$ cat config.mk
export PLATFORM = sky130hd
export DESIGN_NAME = seven_seg_scanner
export DESIGN_NICKNAME = d
export VERILOG_FILES = /design/src/rtl/seg_pkg.sv /design/src/rtl/seg_decoder.sv /design/src/rtl/seven_seg_scanner.sv
export SDC_FILE = /design/constraint.sdc
export NUM_CORES = 1
export LEC_CHECK = 0
export BUFFER_PORTS_ARGS = -buffer_cell sky130_fd_sc_hd__buf_2
export CORE_MARGIN = 5
export CORE_UTILIZATION = 25
export CTS_CLUSTER_DIAMETER = 200
export DETAILED_ROUTE_END_ITERATION = 6
export GPL_TIMING_DRIVEN = 0
export SLEW_MARGIN = 20
export SYNTH_ARGS = -nofsm -noshare
export SYNTH_HDL_FRONTEND = slang
export SYNTH_SLANG_ARGS = --single-unit
$ cat constraint.sdc
create_clock -name clk -period 5.1 [get_ports clk]
set_input_delay 1.02 -clock clk [delete_from_list [all_inputs] [get_ports clk]]
set_output_delay 1.02 -clock clk [all_outputs]
set_load 0.005 [all_outputs]
$ cat src/rtl/seg_pkg.sv
// Seven-segment pattern constants shared by the scanner and its decoder.
package seg_pkg;

  localparam int unsigned SEG_W  = 7;
  localparam int unsigned CODE_W = 4;

  // Active-high patterns, bit order {g,f,e,d,c,b,a}; entry n is code n.
  localparam logic [15:0][SEG_W-1:0] SEG_TABLE = {
    7'h71,  // F
    7'h79,  // E
    7'h5E,  // d
    7'h39,  // C
    7'h7C,  // b
    7'h77,  // A
    7'h6F,  // 9
    7'h7F,  // 8
    7'h07,  // 7
    7'h7D,  // 6
    7'h6D,  // 5
    7'h66,  // 4
    7'h4F,  // 3
    7'h5B,  // 2
    7'h06,  // 1
    7'h3F   // 0
  };

  // All segments dark, active-high.
  localparam logic [SEG_W-1:0] SEG_BLANK = 7'h00;

endpackage

$ cat src/rtl/seg_decoder.sv
// Combinational hex-code to active-high seven-segment pattern lookup.
module seg_decoder
  import seg_pkg::*;
(
  input  logic [CODE_W-1:0] code_i,
  output logic [SEG_W-1:0]  pattern_c_o
);

  // Table lookup; every 4-bit code has a glyph.
  always_comb begin
    pattern_c_o = SEG_TABLE[code_i];
  end

endmodule

$ cat src/rtl/seven_seg_scanner.sv
// Multiplexed seven-segment scanner with per-frame input snapshot,
// PWM brightness, anode guard time and leading-zero blanking.
module seven_seg_scanner
  import seg_pkg::*;
#(
  parameter int unsigned NUM_DIGITS       = 4,
  parameter int unsigned REFRESH_DIV      = 50000,
  parameter int unsigned GUARD_CYCLES     = 2,
  parameter int unsigned ANODE_ACTIVE_LOW = 1,
  parameter int unsigned SEG_ACTIVE_LOW   = 1
) (
  input  logic                          clk,
  input  logic                          rst_n,
  input  logic                          en,
  input  logic [4*NUM_DIGITS-1:0]       digits_i,
  input  logic [NUM_DIGITS-1:0]         dp_i,
  input  logic [3:0]                    brightness_i,
  input  logic                          lz_blank_en,
  output logic [NUM_DIGITS-1:0]         anode_o,
  output logic [SEG_W-1:0]              seg_o,
  output logic                          dp_o,
  output logic [((NUM_DIGITS > 1) ? $clog2(NUM_DIGITS) : 1)-1:0] digit_idx_o,
  output logic                          frame_tick_o
);

  localparam int unsigned PRESC_W   = $clog2(REFRESH_DIV);
  localparam int unsigned IDX_W     = (NUM_DIGITS > 1) ? $clog2(NUM_DIGITS) : 1;
  localparam int unsigned SLOT_STEP = REFRESH_DIV / 16;

  localparam logic [NUM_DIGITS-1:0] ANODE_POL = (ANODE_ACTIVE_LOW != 0) ? '1 : '0;
  localparam logic [SEG_W-1:0]      SEG_POL   = (SEG_ACTIVE_LOW != 0) ? 7'h7F : 7'h00;
  localparam logic                  DP_POL    = (SEG_ACTIVE_LOW != 0);

  logic [PRESC_W-1:0]      presc_q, presc_d;
  logic [IDX_W-1:0]        idx_q, idx_d;
  logic                    tick_q, tick_d;
  logic [4*NUM_DIGITS-1:0] snap_digits_q, snap_digits_d;
  logic [NUM_DIGITS-1:0]   snap_dp_q, snap_dp_d;
  logic [3:0]              snap_bright_q, snap_bright_d;
  logic                    snap_lz_q, snap_lz_d;
  logic [NUM_DIGITS-1:0]   anode_q, anode_d;
  logic [SEG_W-1:0]        seg_q, seg_d;
  logic                    dp_q, dp_d;

  logic [CODE_W-1:0]       cur_code;
  logic                    cur_dp;
  logic                    cur_blank;
  logic [SEG_W-1:0]        cur_pattern;
  logic [NUM_DIGITS-1:0]   blank;
  logic                    zero_above;
  logic [31:0]             on_limit;
  logic                    lit;
  logic [NUM_DIGITS-1:0]   anode_act;

  // Prescaler, slot index, frame tick and the frame-boundary snapshot.
  always_comb begin
    presc_d       = presc_q;
    idx_d         = idx_q;
    tick_d        = 1'b0;
    snap_digits_d = snap_digits_q;
    snap_dp_d     = snap_dp_q;
    snap_bright_d = snap_bright_q;
    snap_lz_d     = snap_lz_q;
    if (en) begin
      if (presc_q == PRESC_W'(REFRESH_DIV - 1)) begin
        presc_d = '0;
        if (idx_q == IDX_W'(NUM_DIGITS - 1)) begin
          // New frame: the snapshot becomes visible together with the tick.
          idx_d         = '0;
          tick_d        = 1'b1;
          snap_digits_d = digits_i;
          snap_dp_d     = dp_i;
          snap_bright_d = brightness_i;
          snap_lz_d     = lz_blank_en;
        end else begin
          idx_d = idx_q + IDX_W'(1);
        end
      end else begin
        presc_d = presc_q + PRESC_W'(1);
      end
    end
  end

  // Leading-zero blank mask from the snapshot; digit 0 is always shown.
  always_comb begin
    blank      = '0;
    zero_above = 1'b1;
    for (int i = int'(NUM_DIGITS) - 1; i > 0; i--) begin
      zero_above = zero_above & (snap_digits_q[i*4 +: 4] == 4'h0);
      blank[i]   = snap_lz_q & zero_above;
    end
  end

  // Select the snapshot data for the current slot.
  always_comb begin
    cur_code  = '0;
    cur_dp    = 1'b0;
    cur_blank = 1'b0;
    for (int i = 0; i < int'(NUM_DIGITS); i++) begin
      if (idx_q == IDX_W'(i)) begin
        cur_code  = snap_digits_q[i*4 +: 4];
        cur_dp    = snap_dp_q[i];
        cur_blank = blank[i];
      end
    end
  end

  seg_decoder u_seg_decoder (
    .code_i      (cur_code),
    .pattern_c_o (cur_pattern)
  );

  // Anode window (guard + PWM duty) and polarity-adjusted output next values.
  always_comb begin
    on_limit = (32'(snap_bright_q) + 32'd1) * SLOT_STEP;
    lit      = en && (32'(presc_q) >= GUARD_CYCLES) && (32'(presc_q) < on_limit)
               && !cur_blank;
    for (int i = 0; i < int'(NUM_DIGITS); i++) begin
      anode_act[i] = lit && (idx_q == IDX_W'(i));
    end
    anode_d = anode_act ^ ANODE_POL;
    seg_d   = cur_pattern ^ SEG_POL;
    dp_d    = cur_dp ^ DP_POL;
  end

  // State and output registers; reset leaves every driver inactive.
  always_ff @(posedge clk or negedge rst_n) begin
    if (!rst_n) begin
      presc_q       <= '0;
      idx_q         <= '0;
      tick_q        <= 1'b0;
      snap_digits_q <= '0;
      snap_dp_q     <= '0;
      snap_bright_q <= '0;
      snap_lz_q     <= 1'b0;
      anode_q       <= ANODE_POL;
      seg_q         <= SEG_BLANK ^ SEG_POL;
      dp_q          <= DP_POL;
    end else begin
      presc_q       <= presc_d;
      idx_q         <= idx_d;
      tick_q        <= tick_d;
      snap_digits_q <= snap_digits_d;
      snap_dp_q     <= snap_dp_d;
      snap_bright_q <= snap_bright_d;
      snap_lz_q     <= snap_lz_d;
      anode_q       <= anode_d;
      seg_q         <= seg_d;
      dp_q          <= dp_d;
    end
  end

  assign anode_o      = anode_q;
  assign seg_o        = seg_q;
  assign dp_o         = dp_q;
  assign digit_idx_o  = idx_q;
  assign frame_tick_o = tick_q;

endmodule

==> results.sh <==
export IMPL_outcome="complete, no violations"
export IMPL_port_buffers=41
export IMPL_hpwl_mm=7.078
export IMPL_clock_path_buffers=2
export IMPL_syn_inst=382
export IMPL_drv_cap=0
export IMPL_muxShareOfSynthArea=0.1046
export IMPL_cp_depth=18
export IMPL_drive_gt1_frac=0.2483
export IMPL_clock_root_buffer="clkbuf_16"
export IMPL_rsz0062_at_grt="no"
export IMPL_path_buf_inv=0
export IMPL_die_y_um=137.6
export IMPL_worst_slack_ps=312.4
export IMPL_ys_types=60
export IMPL_endpoint="anode_o[1]"
export IMPL_synthToLayoutAreaGrowth_pct=17.44
export IMPL_synth_compound_area_share=0.1273
export IMPL_whs_ps=421.1
export IMPL_cts_htree_levels=2
export IMPL_wl_mm=9.074
export IMPL_worstRegToRegCells=18
export IMPL_ctsHoldBuffers=0
export IMPL_cp_slowest_cell="dfrtp_2"
export IMPL_setup_worst_path_end_class="flip-flop"
export IMPL_dr_pass1_iters=4
export IMPL_antenna_cells=0
export IMPL_gp_congestion=0.9303
export IMPL_die_area_um2=18920
export IMPL_synth_ff_type="dfrtp_1"
export IMPL_hold_class="reg2reg"
export IMPL_fin_worst_skew_ps=8.703
export IMPL_mostFrequentLayoutCell="ha_1"
export IMPL_die_width_um=137.6
export IMPL_grt_max_degree=57
export IMPL_synth_edff_count=0
export IMPL_clock_sinks=56
export IMPL_coreArea_um2=15940
export IMPL_via_count=2990
export IMPL_utilization=0.2996
export IMPL_synthArstFlopShare=1.000
export IMPL_finalCritPeriodShare=0.9387
export IMPL_syn_area_um2=4068
export IMPL_hold_violations=0
export IMPL_gr_total_overflow=0
export IMPL_initial_core_util=0.2551
export IMPL_cts_resized=4
export IMPL_setup_violations_final=0
export IMPL_postSynthAreaPerCell_um2=10.65
export IMPL_synth_fa_ha_area_frac=0.1833
export IMPL_synthSimpleGateAreaFrac=0.1323
export IMPL_drt_antenna_violating_nets=0
export IMPL_synth_top_family_by_area="adder cells"
export IMPL_yosys_area_top_type="dfrtp_1"
export IMPL_ys_seq_area_frac=0.3482
export IMPL_crit_family="adder cells"
export IMPL_startpoint="snap_bright_q[0]"
export IMPL_arrival_ps=4970
export IMPL_powerDensity_nw_per_um2=206.8
export IMPL_peakVddDrop_mv=0.1514
export IMPL_fin_crit_ps=4788
export IMPL_grt_pass1_wl_mm=15.21
export IMPL_cts_buffers=5
export IMPL_path_cells="ha_1 -> and3_1 -> ha_1 -> xnor2_1 -> ha_1 -> a21o_1 -> ha_1 -> ha_1 -> or3_1 -> o22ai_2 -> o21bai_1 -> nand2_1 -> xor2_1 -> ha_1 -> a211oi_2 -> nand4_1 -> o311ai_4 -> o311ai_0"
export IMPL_pre_cts_ws_ps=-446.8
export IMPL_crit_fanout=7
export IMPL_synth_seq_cells=56
export IMPL_placed_cell_area_um2=4546
export IMPL_grt_usage=0.09720
export IMPL_fin_area_um2=4777
export IMPL_ys_warn_count=0
export IMPL_r2r_end="anode_o[1]"
export IMPL_synth_top_area_frac=0.2707
export IMPL_r2r_slack_ps=310
export IMPL_rows=46
export IMPL_vias_per_cell=4.621
export IMPL_final_cell_mix="ha_1, buf_2, dfrtp_1, inv_1, a21oi_1"
export IMPL_drt_iter0_markers=147
export IMPL_relSlewSlack=0.5354
export IMPL_r2r_start="snap_bright_q[0]"
export IMPL_worstMarginPinSlew_ps=696.9
export IMPL_route_detailed_drc=0
export IMPL_synthXorXnorAreaFrac=0.05598
export IMPL_synth_net_count=469
export IMPL_antenna_found_initial=0
export IMPL_slowest_delay_ps=490
export IMPL_start_kind="flip-flop"
export IMPL_max_freq_mhz=208.9
export IMPL_synth_area_leaders="dfrtp_1, ha_1, dfstp_2, mux2_4, xnor2_1"
export IMPL_pin_count=43
export IMPL_p_leak_nw=2.334
export IMPL_total_power_uw=987.8
export IMPL_setup_worst_path_class="reg2reg"
export IMPL_dp_cells=639
export IMPL_grt_pass1_vias=3046
export IMPL_path_clk_slew_ps=80
export IMPL_wl_per_cell_um=14.02
export IMPL_stdcell_count=647
export IMPL_critPathRequiredTime_ps=5280
export IMPL_clk_latency_ps=290
export IMPL_nNetsFinal=517
export IMPL_fin_setup_tns_ps=0
export IMPL_final_max_slew_viol_count=0
export IMPL_cts_setup_buffers=0
export IMPL_cts_tree="yes"
export IMPL_crit_top_cell="ha_1"
## per-layer routing
| layer | GRT usage | vias up | routed length (um) |
|---|---|---|---|
| li1 | - | 1494 | - |
| met1 | 0.1379 | 1433 | 4270 |
| met2 | 0.1600 | 54 | 4446 |
| met3 | 0.01424 | 9 | 270 |
| met4 | 0.01441 | 0 | 87 |
| met5 | 0 | - | 0 |
## layout make-up
cell class | instances | area, um2
Clock buffer | 5 | 125.1
Inverter | 28 | 105.1
Sequential cell | 56 | 1418
Buffer | 8 | 91.34
Clock inverter | 3 | 46.29
Multi-Input combinational cell | 290 | 2514
Fill cell | 1636 | 11170
Timing Repair Buffer | 41 | 207.7
Tap cell | 216 | 270.3
## synthesized netlist by cell type (5+ instances only)
cell type	count
inv_1	28
nand2_1	24
mux2i_1	5
dfrtp_1	44
o21ai_0	13
xor2_1	7
nor3_1	8
mux2_2	6
nand3_1	9
xnor2_1	19
ha_1	58
dfstp_2	12
a21oi_1	27
nor2_1	14
or3_1	5
o311ai_0	5
mux2_4	19
## kinds of logic after synthesis
| kind of cell | count (synthesis) |
|---|---|
| xor gates and xnor gates | 26 |
| adders and majority gates | 59 |
| muxes | 31 |
| buffers and inverters | 36 |
| and+or+nand+nor | 95 |
| DFF | 56 |
| AOI/OAI and AO/OA | 79 |
## flip-flops by register name, indices dropped and copies added, names as in the netlist
name           cells
digit_idx_o        2
frame_tick_o       1
snap_dp_q          4
dp_o               1
seg_o              7
snap_lz_q          1
snap_bright_q      4
presc_q           16
snap_digits_q     16
anode_o            4
## power breakdown
| part | switching, mW | internal (mW) | leakage, nW |
|---|---|---|---|
| registers | 0.0352 | 0.464 | 0.715 |
| logic | 0.0493 | 0.0439 | 1.53 |
| clock network | 0.161 | 0.235 | 0.0857 |
| total | 0.245 | 0.743 | 2.33 |
## worst min path at each step
stage,start,end,slack (ps),cells past startpoint
global route,snap_dp_q[3],dp_o,460,1
CTS,snap_dp_q[3],dp_o,430,1
finish,snap_dp_q[3],dp_o,420,1
global placement,snap_dp_q[3],dp_o,400,1
floorplan,snap_dp_q[3],dp_o,380,1
detailed placement,snap_dp_q[3],dp_o,420,1
No activity file was read; power rests on OpenSTA's default activity.
